===== src/rtl/bnn_load_ctrl.sv =====
// bnn_load_ctrl
//   Streams nibble-wide configuration into the weight/threshold register file
//   of a small binary neural network (8-8-4 neurons by default). Each neuron
//   takes three nibbles: weight[3:0], weight[7:4], threshold. After the third
//   nibble the neuron is written with a one-cycle strobe. When the last neuron
//   has been written, a one-cycle done pulse is issued and cfg_valid becomes
//   sticky-high.
//
// Ports
//   clk, reset          : clock and synchronous active-high reset
//   start               : one-cycle load request, honoured only when idle
//   abort               : cancel an ongoing load (no effect when idle)
//   nib_valid, nib_data : upstream nibble stream
//   nib_ready           : nibble accepted on this cycle's rising edge if valid
//   wr_en, wr_addr,
//   wr_weight, wr_thresh: register-file write port, held between writes
//   busy, done          : load in progress / load finished pulse
//   cfg_valid           : every neuron holds a complete configuration
//   neuron_cnt          : index of the neuron currently being loaded
//
// State   | meaning
// --------+-----------------------------------------------------------
// IDLE    | waiting for start
// W_LO    | waiting for weight[3:0] nibble
// W_HI    | waiting for weight[7:4] nibble
// THR     | waiting for threshold nibble
// WRITE   | one-cycle write strobe for the current neuron
// DONE    | one-cycle done pulse after the last neuron
//
// All outputs are registers loaded from the next-state values, so each output
// is aligned with the state it belongs to and no input reaches an output
// combinationally.

module bnn_load_ctrl #(
    parameter int NUM_NEURONS = 20,
    parameter int ADDR_W      = 5
) (
    input  logic              clk,
    input  logic              reset,
    input  logic              start,
    input  logic              abort,
    input  logic              nib_valid,
    input  logic [3:0]        nib_data,
    output logic              nib_ready,
    output logic              wr_en,
    output logic [ADDR_W-1:0] wr_addr,
    output logic [7:0]        wr_weight,
    output logic [3:0]        wr_thresh,
    output logic              busy,
    output logic              done,
    output logic              cfg_valid,
    output logic [ADDR_W-1:0] neuron_cnt
);

    typedef enum logic [2:0] {
        IDLE  = 3'd0,
        W_LO  = 3'd1,
        W_HI  = 3'd2,
        THR   = 3'd3,
        WRITE = 3'd4,
        DONE  = 3'd5
    } state_t;

    localparam logic [ADDR_W-1:0] LAST_IDX = ADDR_W'(NUM_NEURONS - 1);

    state_t            state_q, state_d;
    logic [ADDR_W-1:0] cnt_q, cnt_d;
    logic [7:0]        weight_q, weight_d;
    logic [3:0]        thresh_q, thresh_d;
    logic              cfg_valid_q, cfg_valid_d;
    logic              wr_en_q, wr_en_d;
    logic [ADDR_W-1:0] wr_addr_q, wr_addr_d;
    logic [7:0]        wr_weight_q, wr_weight_d;
    logic [3:0]        wr_thresh_q, wr_thresh_d;
    logic              nib_ready_q, nib_ready_d;
    logic              busy_q, busy_d;
    logic              done_q, done_d;
    logic              accept;

    // nib_ready_q is already decoded for the current state, so it doubles as
    // the "this state consumes a nibble" qualifier.
    assign accept = nib_valid && nib_ready_q;

    always_comb begin
        state_d     = state_q;
        cnt_d       = cnt_q;
        weight_d    = weight_q;
        thresh_d    = thresh_q;
        cfg_valid_d = cfg_valid_q;

        if (abort && (state_q != IDLE)) begin
            // Any nibble handshaken this cycle is dropped along with the load.
            state_d = IDLE;
        end else begin
            case (state_q)
                IDLE: begin
                    if (start) begin
                        cnt_d       = '0;
                        cfg_valid_d = 1'b0;
                        state_d     = W_LO;
                    end
                end
                W_LO: begin
                    if (accept) begin
                        weight_d[3:0] = nib_data;
                        state_d       = W_HI;
                    end
                end
                W_HI: begin
                    if (accept) begin
                        weight_d[7:4] = nib_data;
                        state_d       = THR;
                    end
                end
                THR: begin
                    if (accept) begin
                        thresh_d = nib_data;
                        state_d  = WRITE;
                    end
                end
                WRITE: begin
                    if (cnt_q == LAST_IDX) begin
                        state_d = DONE;
                    end else begin
                        cnt_d   = cnt_q + ADDR_W'(1);
                        state_d = W_LO;
                    end
                end
                DONE: begin
                    // Set on leaving DONE so an abort during DONE keeps it clear.
                    cfg_valid_d = 1'b1;
                    state_d     = IDLE;
                end
                default: begin
                    state_d = IDLE;
                end
            endcase
        end

        // Registered outputs describe the state being entered.
        wr_en_d     = (state_d == WRITE);
        done_d      = (state_d == DONE);
        busy_d      = (state_d != IDLE);
        nib_ready_d = (state_d == W_LO) || (state_d == W_HI) || (state_d == THR);

        wr_addr_d   = wr_addr_q;
        wr_weight_d = wr_weight_q;
        wr_thresh_d = wr_thresh_q;
        if (state_d == WRITE) begin
            wr_addr_d   = cnt_d;
            wr_weight_d = weight_d;
            wr_thresh_d = thresh_d;
        end
    end

    always_ff @(posedge clk) begin
        if (reset) begin
            state_q     <= IDLE;
            cnt_q       <= '0;
            weight_q    <= '0;
            thresh_q    <= '0;
            cfg_valid_q <= 1'b0;
            wr_en_q     <= 1'b0;
            wr_addr_q   <= '0;
            wr_weight_q <= '0;
            wr_thresh_q <= '0;
            nib_ready_q <= 1'b0;
            busy_q      <= 1'b0;
            done_q      <= 1'b0;
        end else begin
            state_q     <= state_d;
            cnt_q       <= cnt_d;
            weight_q    <= weight_d;
            thresh_q    <= thresh_d;
            cfg_valid_q <= cfg_valid_d;
            wr_en_q     <= wr_en_d;
            wr_addr_q   <= wr_addr_d;
            wr_weight_q <= wr_weight_d;
            wr_thresh_q <= wr_thresh_d;
            nib_ready_q <= nib_ready_d;
            busy_q      <= busy_d;
            done_q      <= done_d;
        end
    end

    assign nib_ready  = nib_ready_q;
    assign wr_en      = wr_en_q;
    assign wr_addr    = wr_addr_q;
    assign wr_weight  = wr_weight_q;
    assign wr_thresh  = wr_thresh_q;
    assign busy       = busy_q;
    assign done       = done_q;
    assign cfg_valid  = cfg_valid_q;
    assign neuron_cnt = cnt_q;

endmodule

===== config.mk =====
export PLATFORM = sky130hd
export DESIGN_NAME = bnn_load_ctrl
export DESIGN_NICKNAME = d
export VERILOG_FILES = /design/src/rtl/bnn_load_ctrl.sv
export SDC_FILE = /design/constraint.sdc
export NUM_CORES = 1
export LEC_CHECK = 0
export CAP_MARGIN = 20
export CORE_MARGIN = 4
export CORE_UTILIZATION = 44
export CTS_CLUSTER_DIAMETER = 30
export DETAILED_ROUTE_END_ITERATION = 16
export PLACE_DENSITY_LB_ADDON = 0.2
export SYNTH_ARGS = -nofsm -noshare
export SYNTH_HDL_FRONTEND = slang
export SYNTH_SLANG_ARGS = --single-unit

===== constraint.sdc =====
create_clock -name clk -period 1.4 [get_ports clk]
set_input_delay 0.14 -clock clk [delete_from_list [all_inputs] [get_ports clk]]
set_output_delay 0.14 -clock clk [all_outputs]
set_load 0.01 [all_outputs]

==> results of run 1 <==
==> critical path, cell delays in order (launching register included) <==
cell,delay (ps)
dfxtp_4,370
or4b_4,570
nor4b_4,260
a21oi_2,70
a211oi_2,210
==> cells in the final DEF, fill, tap and decap left out, types with 3 or more instances in the layout <==
cell / count
clkbuf_4: 5
o21ai_0: 3
dfxtp_2: 3
nor2b_1: 4
a21oi_1: 10
buf_4: 32
nand3_1: 5
nand2_2: 4
dlymetal6s2s_1: 17
dlygate4sd2_1: 4
buf_6: 7
a211oi_2: 6
mux2i_1: 4
nor2_1: 23
clkdlybuf4s50_1: 14
dfxtp_1: 33
a21oi_2: 4
nand2_1: 18
mux2i_4: 3
==> worst paths after layout <==
check | from | end | slack [ps]
worst max-delay path | state_q[0] | wr_addr[2] | -150
worst min-delay path | nib_data[1] | wr_thresh[1] | 440
worst max register to register | state_q[0] | wr_addr[2] | -150
worst min register to register | wr_thresh[1] | wr_thresh[1] | 460
==> power by group through the flow <==
stage | Sequential [mW] | Clock [mW] | Combinational (mW)
after floorplan | 1.12 | 0 | 0.0586
after global placement | 1.12 | 0 | 0.130
after detailed placement | 1.12 | 0 | 0.132
after CTS | 1.09 | 0.771 | 0.141
after global routing | 1.09 | 0.834 | 0.158
final | 1.09 | 0.772 | 0.149
==> metal layers <==
metal / wire [µm] / part of all wire [%] / vias up / track usage, %
met2: 2260 / 51 / 33 / 33.05
met1: 1993 / 45 / 715 / 25.82
met4: 43 / 0.96 / 0 / 6.329
met5: 0 / 0 / - / 0
li1: - / - / 739 / -
met3: 177 / 4.0 / 7 / 5.324
==> final cells by class <==
class / count / area, µm²
flip-flops and latches: 38 / 772.0
multi-input cells: 120 / 869.6
clock buffers: 6 / 51.30
fillers: 229 / 890.9
well taps: 46 / 57.56
repair buffers: 74 / 706.9
clock inverters: 1 / 30.03
inverters: 3 / 11.26
==> stage by stage <==
step / setup TNS [ps] / utilization [%] / hold WS [ps] / setup WS [ps]
global route: -3840 / 73.72 / 444.5 / -202.0
global placement: -8842 / 63.38 / 439.0 / -390.6
finish: -1667 / 73.72 / 438.8 / -149.6
detailed placement: -9835 / 63.38 / 450.9 / -425.1
floorplan: -538.9 / - / 276.0 / -149.5
CTS: -1878 / 69.84 / 424.4 / -146.8
==> flip-flops by register name, indices dropped and copies added, names as in the netlist, 3 cells and up <==
name	count
neuron_cnt	5
state_q	3
weight_q	8
wr_addr	5
wr_thresh	4
wr_weight	8
==> logic make-up after synthesis <==
family	synth area share, %
AOI/OAI and AO/OA	14.33
xor gates and xnor gates	1.115
adders and majority gates	0.7961
buffers and inverters	4.856
DFF	48.41
muxes	5.733
and+or+nand+nor	24.76
==> timing repair <==
action,4_1_cts,5_1_grt
setup endpoints to repair,32,50
gates resized for setup,28,39
hold buffers,0,0
setup buffers,6,1
pin swaps,7,9
cloned,2,0
==> metrics.txt, run 1 <==
required time of the critical path 1670 ps; post-synth net total 185; cell taking the most area after synthesis dfxtp_1; RSZ-0062 raised after global routing yes; critical setup path kind reg2reg; wire length of the first global-routing pass 6913 µm; total die area 0.004591 mm²; MaxCap Viol Count 0; floorplan die width 67.76 µm; proportion of synthesized chip area in sequential cells 48.41%; HP Class in2reg; synth cell count leaders dfxtp_1, nor2_1, nand2_1; share of the synthesized area in the top cell type 48.41%; post-detailed-placement half-perimeter wirelength 2975 µm; Post-route DRC 0; Worst Slack Setup Final -149.6 ps; I/O pin count 36; total routed wirelength 4474 µm; vias post-DR 1,494; worst endpoint data arrival time 1820 ps; clock share of power 38.3%; standard-cell rows 21; Int Pwr 1.576 mW; areal power density over the cells 805.9 mW/mm²; FMAX 645.3 MHz; most used standard cell by instance count after synthesis dfxtp_1; post-placement cell area 0.002148 mm²; CTS root buf clkbuf_4; DRT iter0 DRCs 73; sequential group share of total power 54.3%; number of global-route vias before repair 1,488; pin count of the biggest net entering global routing 14; violations in the final reports negative setup slack; routed vias/inst 5.188; most common flop cell mapped by yosys dfxtp_1; worst-case headroom to the max-slew limit 69.57%; type of destination of the critical path flip-flop; Non-Filler Instances 288; warnings from Yosys 0; Static Leakage 1.266 nW; Area growth syn-to-layout 59.00%; final number of hold-violating endpoints 0; Mean Syn Cell Area 8.980 µm²; Core Region 0.003390 mm²; cell area after layout 0.002499 mm²; R2R cell count 4; post-synthesis sequential element count 38; number of cells on the worst hold path 3; net switching component of the power 0.4372 mW; post-synthesis cell type count 41; Mapped Cells 175; instance count after placement with tap cells included 273; fraction of power spent switching nets 21.71%; number of enable flip-flop cells after synthesis 0; Worst-path clk slew 110 ps; count of input and output buffers 35; Final nets 252; worst-path maximum fanout 4; Final Wtd Congestion 0.8857; maximum vdd ir drop 768.1 µV; post-synthesis instance area 0.001572 mm²; part of the total power dissipated in combinational logic 7.4%; fraction of registers with async set/reset 0%; number of antenna violations at the first check in global routing 0; overflow left after global routing 0; GRT Total Usage 20.21%; Max clock buf depth 2; height of the die 67.76 µm; Inserted Clock Buffers 5; Tmin final 1550 ps; count of H-tree levels built during CTS 2; proportion of layout cells with a drive suffix above 1 34.71%; worst clock skew on the final layout 2.356 ps; clock sinks 38; Worst Setup Start Kind flip-flop; endpoints failing setup 27; Slew @ Worst Pin 455.5 ps; post-route antenna net violation count 0; Final Cycle Share 110.7%; insertion delay of the later-clocked pin in the worst-skew pair 340 ps; clock tree from TritonCTS yes; total chip power 2.014 mW; effective utilization at floorplan 46.36%; number of pins exceeding their max-slew limit in the final report 0; run status finished with violations; most area-consuming cells after synthesis dfxtp_1, nor2_1, mux2i_1; length of the first detailed-routing pass in iterations 4; WL/cell 15.53 µm; count of inserted antenna diode cells 0
No activity file was read; power rests on OpenSTA's default activity.
==> inputs of run 2 (changes only) <==
Settings changed: ABC_CLOCK_PERIOD_IN_PS set to 1400, CORE_UTILIZATION 44 to 54, DONT_BUFFER_PORTS set to 1.
==> metrics.txt, run 2 (same netlist as run 1, synthesis figures left out) <==
number of antenna violations at the first check in global routing 0; endpoints failing setup 20; GRT Total Usage 22.01%; number of pins exceeding their max-slew limit in the final report 0; Final nets 217; cell area after layout 0.002113 mm²; WHS -143.8 ps; CTS root buf clkbuf_4; end of the worst hold path state_q[1]; most frequent standard cell in the layout excluding fill and tap cells dfxtp_1; DRT iter0 DRCs 43; number of cells on the worst hold path 1; vias post-DR 1,400; post-placement cell area 0.001719 mm²; worst-path maximum fanout 5; hold_sp abort; run status finished with violations; floorplan die width 61.95 µm; Tmin final 1497 ps; r2r endpoint wr_addr[1]; RSZ-0062 raised after global routing yes; total routed wirelength 4222 µm; R2R cell count 4; Static Leakage 0.8168 nW; Post-route DRC 0; wire length of the first global-routing pass 6092 µm; routed vias/inst 5.882; areal power density over the cells 942.7 mW/mm²; length of the first detailed-routing pass in iterations 4; insertion delay of the later-clocked pin in the worst-skew pair 340 ps; worst clock skew on the final layout 10.02 ps; HP Class in2reg; Worst Setup Start Kind flip-flop; required time of the critical path 1640 ps; Max clock buf depth 2; WL/cell 17.74 µm; Final Wtd Congestion 0.8363; final number of hold-violating endpoints 3; FF-to-FF Start state_q[1]; Area growth syn-to-layout 34.47%; proportion of layout cells with a drive suffix above 1 38.16%; height of the die 61.95 µm; count of H-tree levels built during CTS 2; Slew @ Worst Pin 239.3 ps; Core Region 0.002758 mm²; I/O pin count 36; Inserted Clock Buffers 5; worst endpoint data arrival time 1740 ps; standard-cell rows 19; Worst Slack Setup Final -96.92 ps; count of inserted antenna diode cells 0; maximum vdd ir drop 1008 µV; post-route antenna net violation count 0; FMAX 668.0 MHz; most frequent cells in the layout dfxtp_1, buf_4, nor2_1; total chip power 1.992 mW; critical setup path kind reg2reg; pin count of the biggest net entering global routing 36; total die area 0.003837 mm²; violations in the final reports negative hold slack, negative setup slack; clock tree from TritonCTS yes; overflow left after global routing 0; Worst-path clk slew 120 ps; post-detailed-placement half-perimeter wirelength 2554 µm; count of input and output buffers 0; type of destination of the critical path flip-flop; MaxCap Viol Count 0; worst-case headroom to the max-slew limit 83.59%; number of global-route vias before repair 1,323; setup slack of the worst register-to-register path -100 ps; Final Cycle Share 106.9%; sum of negative setup slack -833.9 ps; clock sinks 38; effective utilization at floorplan 56.99%
-- run 2: changes by cell type in the layout (fill, tap and decap cells not counted), sizes merged --
| cell | delta |
|---|---|
| buf | -7 |
| dlygate4sd2 | -4 |
| clkdlybuf4s50 | -14 |
| dlymetal6s2s | -17 |
| dlygate4sd3 | +6 |
| or3 | +1 |
-- run 2: metal layers --
layer	vias up	share of wire [%]	GRT usage (%)
li1	672	-	-
met4	0	2.4	8.788
met1	644	39	25.86
met2	66	50	37.28
met3	18	8.2	6.612
met5	-	0	0
-- run 2: worst max path at each step --
stage               startpoint         end  slack [ps]
detailed placement  state_q[0]  wr_addr[2]        -150
global route        state_q[0]  wr_addr[2]        -180
global placement    state_q[0]  wr_addr[1]         -90
finish              state_q[1]  wr_addr[1]        -100
CTS                 state_q[0]  wr_addr[2]        -100
floorplan           state_q[0]  wr_addr[1]        -150
-- run 2: power breakdown --
| group | internal [mW] | total (mW) | switching, mW |
|---|---|---|---|
| logic | 0.0589 | 0.124 | 0.0651 |
| registers | 1.09 | 1.10 | 0.00850 |
| clock network | 0.416 | 0.770 | 0.355 |
-- run 2: layout make-up --
cell class              instances  area [µm²]
multi-input cells             121       868.3
flip-flops and latches         38       765.7
fillers                       190       644.4
repair buffers                 38       347.8
clock buffers                   6       51.30
well taps                      31       38.79
clock inverters                 1       30.03
inverters                       3       11.26
-- run 2: critical path, stage by stage, from the launching register on --
cell and delay [ps]:
dfxtp_2 370, or4b_4 550, nor2_4 130, mux2i_2 250
a211oi_2 90
-- run 2: metrics by stage --
| stage | util, % | worst slack [ps] | hold slack (ps) | cells |
|---|---|---|---|---|
| final | 76.63 | -96.92 | -143.8 | 238 |
| after floorplan | - | -149.5 | 276.0 | 175 |
| after detailed placement | 62.34 | -148.1 | 214.2 | 215 |
| after global routing | 76.63 | -183.6 | -157.6 | 238 |
| after global placement | 62.34 | -92.96 | 209.1 | 215 |
| after CTS | 71.32 | -97.24 | -141.3 | 235 |
-- run 2: repair_timing --
| action | 4_1_cts | 5_1_grt |
|---|---|---|
| buffers inserted | 6 | 1 |
| resized for setup | 11 | 31 |
| cloned | 1 | 1 |
| setup endpoints to repair | 25 | 31 |
| endpoints found under the hold margin | 36 | 3 |
| hold buffers | 6 | 1 |
| pin swaps | 13 | 9 |
==> inputs of run 3 (changes only) <==
Settings changed: SLEW_MARGIN set to 20.
==> results of run 3 <==
Same layout as run 2: the final DEF is identical, and so are final timing and power.
==> edit 1, RTL diff (config.mk and constraints of run 1) <==
Put one more register stage on the output `neuron_cnt`, with the module's reset. The value now appears one clock later. The other outputs are not delayed to match.
--- a/src/rtl/bnn_load_ctrl.sv
+++ b/src/rtl/bnn_load_ctrl.sv
@@ -191,6 +191,12 @@
     assign busy       = busy_q;
     assign done       = done_q;
     assign cfg_valid  = cfg_valid_q;
-    assign neuron_cnt = cnt_q;
+    always_ff @(posedge clk) begin
+        if (reset) begin
+            neuron_cnt <= '0;
+        end else begin
+            neuron_cnt <= cnt_q;
+        end
+    end
 
 endmodule
Behaviour: not the same (a bounded check fails within 10 cycles, from zero or initial values and one cycle with reset high).
==> edit 1 against run 1 <==
  * Non-clock buffer count is 18 lower
  * Worst setup slack better by 180 ps
  * Cell area is 2.6% lower
  * Total power rose by 23%
  * Clock power up 45%
  * Die area is 4.9% higher
  * Largest cell class is now flip-flops and latches
  * Routed wire length fell by 15%
  * Sequential cell count increased by 5
  * Via count decreased by 6.3%
  * Sequential power rose by 14%
  * Synthesized area rose by 5.6%
  * Clock skew rose by 4.7 ps
==> edit 1: results (changes against run 1) <==
stage,metric,value,unit,change
outcome,status,"finished, final reports clean",,"was finished, violations left"
clock_tree,CTS resizes,9,,was 28
timing,Relative slew margins,0.8056,,was 0.6957
setup_path,crit path max-delay cell type,dfxtp_4,,was or4b_4
power,sequential share of power,0.499,,was 0.543
layout,dominant kind of cell,flip-flops and latches,,was multi-input combinational cells
setup_path,Max stage delay on crit path,380,ps,was 570 ps
layout,Seq area share,0.3571,,was 0.3090
synth,syn_nets,185,,unchanged
clock_tree,CTS root buf,clkbuf_8,,was clkbuf_4
layout,fillers,286,,was 229
layout,Non-Filler Instances,275,,was 288
grt,largest net degree at the start of global routing,34,,was 14
clock_tree,clock latency on the worst-skew pair,290,ps,was 340 ps
placement,DP HPWL,2514,µm,was 2975 µm
power,Pwr Density,1018,nW/µm²,was 805.9 nW/µm²
setup_path,"delay-heaviest family, CP",compound AO/OA/AOI/OAI gates,,was simple AND/OR/NAND/NOR gates
setup_path,crit-path max FO,7,,was 4
clock_tree,Clock transition at path regs,80,ps,was 110 ps
timing,Fin Clk Skew,7.032,ps,was 2.356 ps
synth,"FF+latch count, synth",43,,was 38
layout,Nets,236,,was 252
placement,gpl congestion,0.8270,,was 0.8857
routing,via/cell ratio,5.091,,was 5.188
grt,first-pass GRT wire length,5775,µm,was 6913 µm
layout,Clock buf/inv share,0.05447,,was 0.03255
placement,Inst Count DP,263,,was 273
clock_tree,Post-CTS Setup Repair Bufs,1,,was 6
layout,non-clock buffer count,56,,was 74
layout,multi-input gates,116,,was 120
power,Sw Share,0.1906,,was 0.2171
setup_path,Critical Path AT,1550,ps,was 1820 ps
power,Leakage Power,0.9015,nW,was 1.266 nW
placement,post-place instance area,2171,µm²,was 2148 µm²
setup_path,R2R depth,5,,was 4
power,Seq. pwr,0.00124,W,was 0.00109 W
layout,signal buffers share of area,0.2282,,was 0.2829
routing,First-pass DRT Iterations,4,,unchanged
synth,"Seq/Total Area, Yosys",0.5189,,was 0.4841
routing,initial DRC count,82,,was 73
power,Logic pwr share,0.050,,was 0.074
synth,Area contributors post-synth,"dfxtp_1 52%, nor2_1 6.8%, mux2i_1 5.4%",,"was dfxtp_1 48%, nor2_1 6.0%, mux2i_1 5.7%"
synth,Synth top cells by count,"43 x dfxtp_1, 30 x nor2_1, 19 x nand2_1",,"was 38 x dfxtp_1, 25 x nor2_1, 22 x nand2_1"
layout,Logic inverters,4,,was 3
floorplanning,Placeable Area,3661,µm²,was 3390 µm²
synth,"Distinct cells, synth",40,,was 41
grt,GRT Util Overall,0.1483,,was 0.2021
routing,WL/cell,13.75,µm,was 15.53 µm
power,Max VDD drop,717.1,µV,was 768.1 µV
layout,layout cell share with drive strength beyond 1,0.2291,,was 0.3471
grt,vias in the first global route,1353,,was 1488
worst_hold_path,Hold Path Stages,5,,was 3
layout,Multi-input gate area,802.0,µm²,was 869.6 µm²
edit 1: final timing paths:
kind | startpoint | to | slack, ps
hold / removal | abort | cnt_q[4] | 440
setup reg to reg | state_q[0] | wr_addr[2] | 30
hold reg to reg | weight_q[3] | wr_weight[3] | 460
setup / recovery | state_q[0] | wr_addr[2] | 30
edit 1: cells by family (layout without fill, tap and decap cells):
kind of cell	count (synthesis)	in the layout	share of synthesized area
simple gates	73	73	0.2270
flops	43	43	0.5189
compound gates	31	31	0.1327
buf+inv	16	68	0.04750
mux	10	10	0.06109
fa+ha+maj	1	1	0.007540
xor+xnor	1	1	0.005280
edit 1: per-stage QoR:
step / setup TNS, ps / worst slack [ps]
global route: -225.7 / -44.27
global placement: -5483 / -250.9
CTS: -25.53 / -25.53
floorplan: 0 / 16.04
finish: 0 / 31.48
detailed placement: -6808 / -298.2
edit 1: layer usage:
layer	GRT usage	part of all wire
met1	0.1626	0.45
met2	0.2638	0.49
met3	0.04203	0.042
met4	0.06508	0.012
met5	0	0
==> edit 2, RTL diff (flow settings as in run 1) <==
Made on the original files. Change the parameter `ADDR_W` from 5 to 4.
--- a/src/rtl/bnn_load_ctrl.sv
+++ b/src/rtl/bnn_load_ctrl.sv
@@ -33,7 +33,7 @@
 
 module bnn_load_ctrl #(
     parameter int NUM_NEURONS = 20,
-    parameter int ADDR_W      = 5
+    parameter int ADDR_W      = 4
 ) (
     input  logic              clk,
     input  logic              reset,
Ports: changed (resized neuron_cnt and wr_addr); port bits go from 36 to 34. No check against the original RTL was run, so the function may have changed too.
==> edit 2 against run 1 <==
  * Final cell count shrank 3.8%
  * Sequential cell count shrank 2
  * Clock power shrank 34%
  * Total power shrank 15%
  * Cell area shrank 12%
  * Fmax grew 12%
  * Die area shrank 1.2%
  * Worst setup slack gained 170 ps
  * Synthesized area shrank 1.4%
  * Routed wire length shrank 5.5%
==> edit 2: results (changes against run 1) <==
stage,metric,value,unit,change
clock_tree,Post-CTS Setup Repair Bufs,0,,was 6
grt,vias in the first global route,1477,,was 1488
timing,"Hold Vio Cnt, Final",0,,unchanged
setup_path,internal reg-to-reg setup slack,20,ps,was -150 ps
setup_path,R2R depth,4,,unchanged
grt,initial antenna violation count,0,,unchanged
synth,syn_nets,190,,was 185
placement,IO buf count,33,,was 35
grt,GRT met2 Usage,0.3374,,was 0.3305
placement,DP HPWL,2981,µm,was 2975 µm
synth,Synth top cells by count,"36 x dfxtp_1, 29 x a21oi_1, 28 x nand3_1",,"was 38 x dfxtp_1, 25 x nor2_1, 22 x nand2_1"
power,Leakage Power,0.8775,nW,was 1.266 nW
layout,fillers,315,,was 229
setup_path,worst reg2reg path endpoint,wr_addr[3],,was wr_addr[2]
synth,Most used DFF post-synth,dfxtp_1,,unchanged
setup_path,type of the worst setup path,reg -> reg,,unchanged
layout,layout cell share with drive strength beyond 1,0.2208,,was 0.3471
power,Max VDD drop,517.4,µV,was 768.1 µV
worst_hold_path,worst hold path class,in -> reg,,unchanged
clock_tree,Longest Clk Path Bufs,2,,unchanged
grt,largest net degree at the start of global routing,26,,was 14
layout,Non-Filler Instances,277,,was 288
grt,met3 usage,0.05158,,was 0.05324
clock_tree,Clock transition at path regs,100,ps,
placement,Inst Count DP,270,,was 273
routing,via/cell ratio,5.700,,was 5.188
clock_tree,H-tree depth,2,,unchanged
setup_path,crit-path max FO,16,,was 4
routing,WL/cell,15.27,µm,was 15.53 µm
clock_tree,CTS root buf,clkbuf_4,,unchanged
synth,Post-synth EDFFs,0,,unchanged
synth,Mapped Cells,180,,was 175
clock_tree,clock latency on the worst-skew pair,340,ps,about the same
clock_tree,CTS Buf Count,5,,unchanged
layout,ant diodes,0,,unchanged
grt,GRT Util Overall,0.1944,,was 0.2021
outcome,status,"finished, final reports clean",,"was finished, violations left"
synth,"Seq/Total Area, Yosys",0.4649,,was 0.4841
grt,met1 GRT Util,0.2257,,was 0.2582
synth,"Distinct cells, synth",36,,was 41
routing,initial DRC count,122,,was 73
synth,Async SR Flop Fraction,0,,unchanged
timing,Least-Margin Pin Slew,317.1,ps,was 455.5 ps
grt,first-pass GRT wire length,6617,µm,was 6913 µm
layout,Nets,241,,was 252
worst_hold_path,hold_sp,nib_data[1],,unchanged
setup_path,Worst setup startpoint,state_q[1],,was state_q[0]
timing,Fin Clk Skew,4.905,ps,was 2.356 ps
synth,Area contributors post-synth,"dfxtp_1 46%, a21oi_1 9.4%, nand3_1 9.0%",,"was dfxtp_1 48%, nor2_1 6.0%, mux2i_1 5.7%"
setup_path,Critical Path AT,1610,ps,was 1820 ps
placement,gpl congestion,0.9257,,was 0.8857
[edit 2: layer usage]
metal  wire, µm  share of wire
met3        184          0.043
met5          0              0
met1       1755           0.41
met2       2218           0.52
met4         72          0.017
[edit 2: cells by family after synthesis]
family                   count (synthesis)  synth area share
AO/OA/AOI/OAI                           71            0.2583
XOR/XNOR                                 1          0.005651
adder cells (fa/ha/maj)                  1          0.008070
buffers and inverters                   16           0.04439
flip-flops                              36            0.4649
AND/OR/NAND/NOR                         55            0.2187
[edit 2: critical path, stage by stage, from the launching register on]
cell     delay (ps)
dfxtp_4         400
or3b_1          360
buf_4           200
o21ai_0         220
a21oi_2          90
[edit 2: repair_timing]
| action | CTS | global route |
|---|---|---|
| pin swaps | 0 | 1 |
| setup endpoints to repair | 22 | 34 |
| resized for setup | 13 | 20 |
| hold buffers | 0 | 0 |
| cloned | 0 | 0 |
[edit 2: final cells by class]
cell class              instances  area, µm²  area share
multi-input cells             128      794.5      0.3629
well taps                      46      57.56     0.02629
clock inverters                 1      5.005    0.002286
clock buffers                   6      41.29     0.01886
repair buffers                 59      549.3      0.2509
flip-flops and latches         36      738.2      0.3371
inverters                       1      3.754    0.001714
[edit 2: power by group]
| group | total, W | switching [W] | internal [W] |
|---|---|---|---|
| combinational | 0.000162 | 0.0000860 | 0.0000760 |
| clock | 0.000510 | 0.000325 | 0.000185 |
| sequential | 0.00105 | 0.0000171 | 0.00103 |
[edit 2: worst min-delay path by stage]
stage	cells after the start	slack, ps	end
6_report	3	430	wr_thresh[1]
5_1_grt	3	450	wr_thresh[1]
4_1_cts	3	410	wr_thresh[1]
3_5_place_dp	2	460	wr_weight[7]
3_3_place_gp	2	450	wr_weight[3]
2_1_floorplan	2	290	weight_q[0]
[edit 2: metrics by stage]
step	cell area, µm²	worst slack, ps	utilization
final	2190	21.42	0.6510
after global routing	2190	-25.46	0.6510
after CTS	2142	5.074	0.6369
after detailed placement	2087	-234.0	0.6205
after global placement	2087	-158.5	0.6205
after floorplan	1556	3.408	-
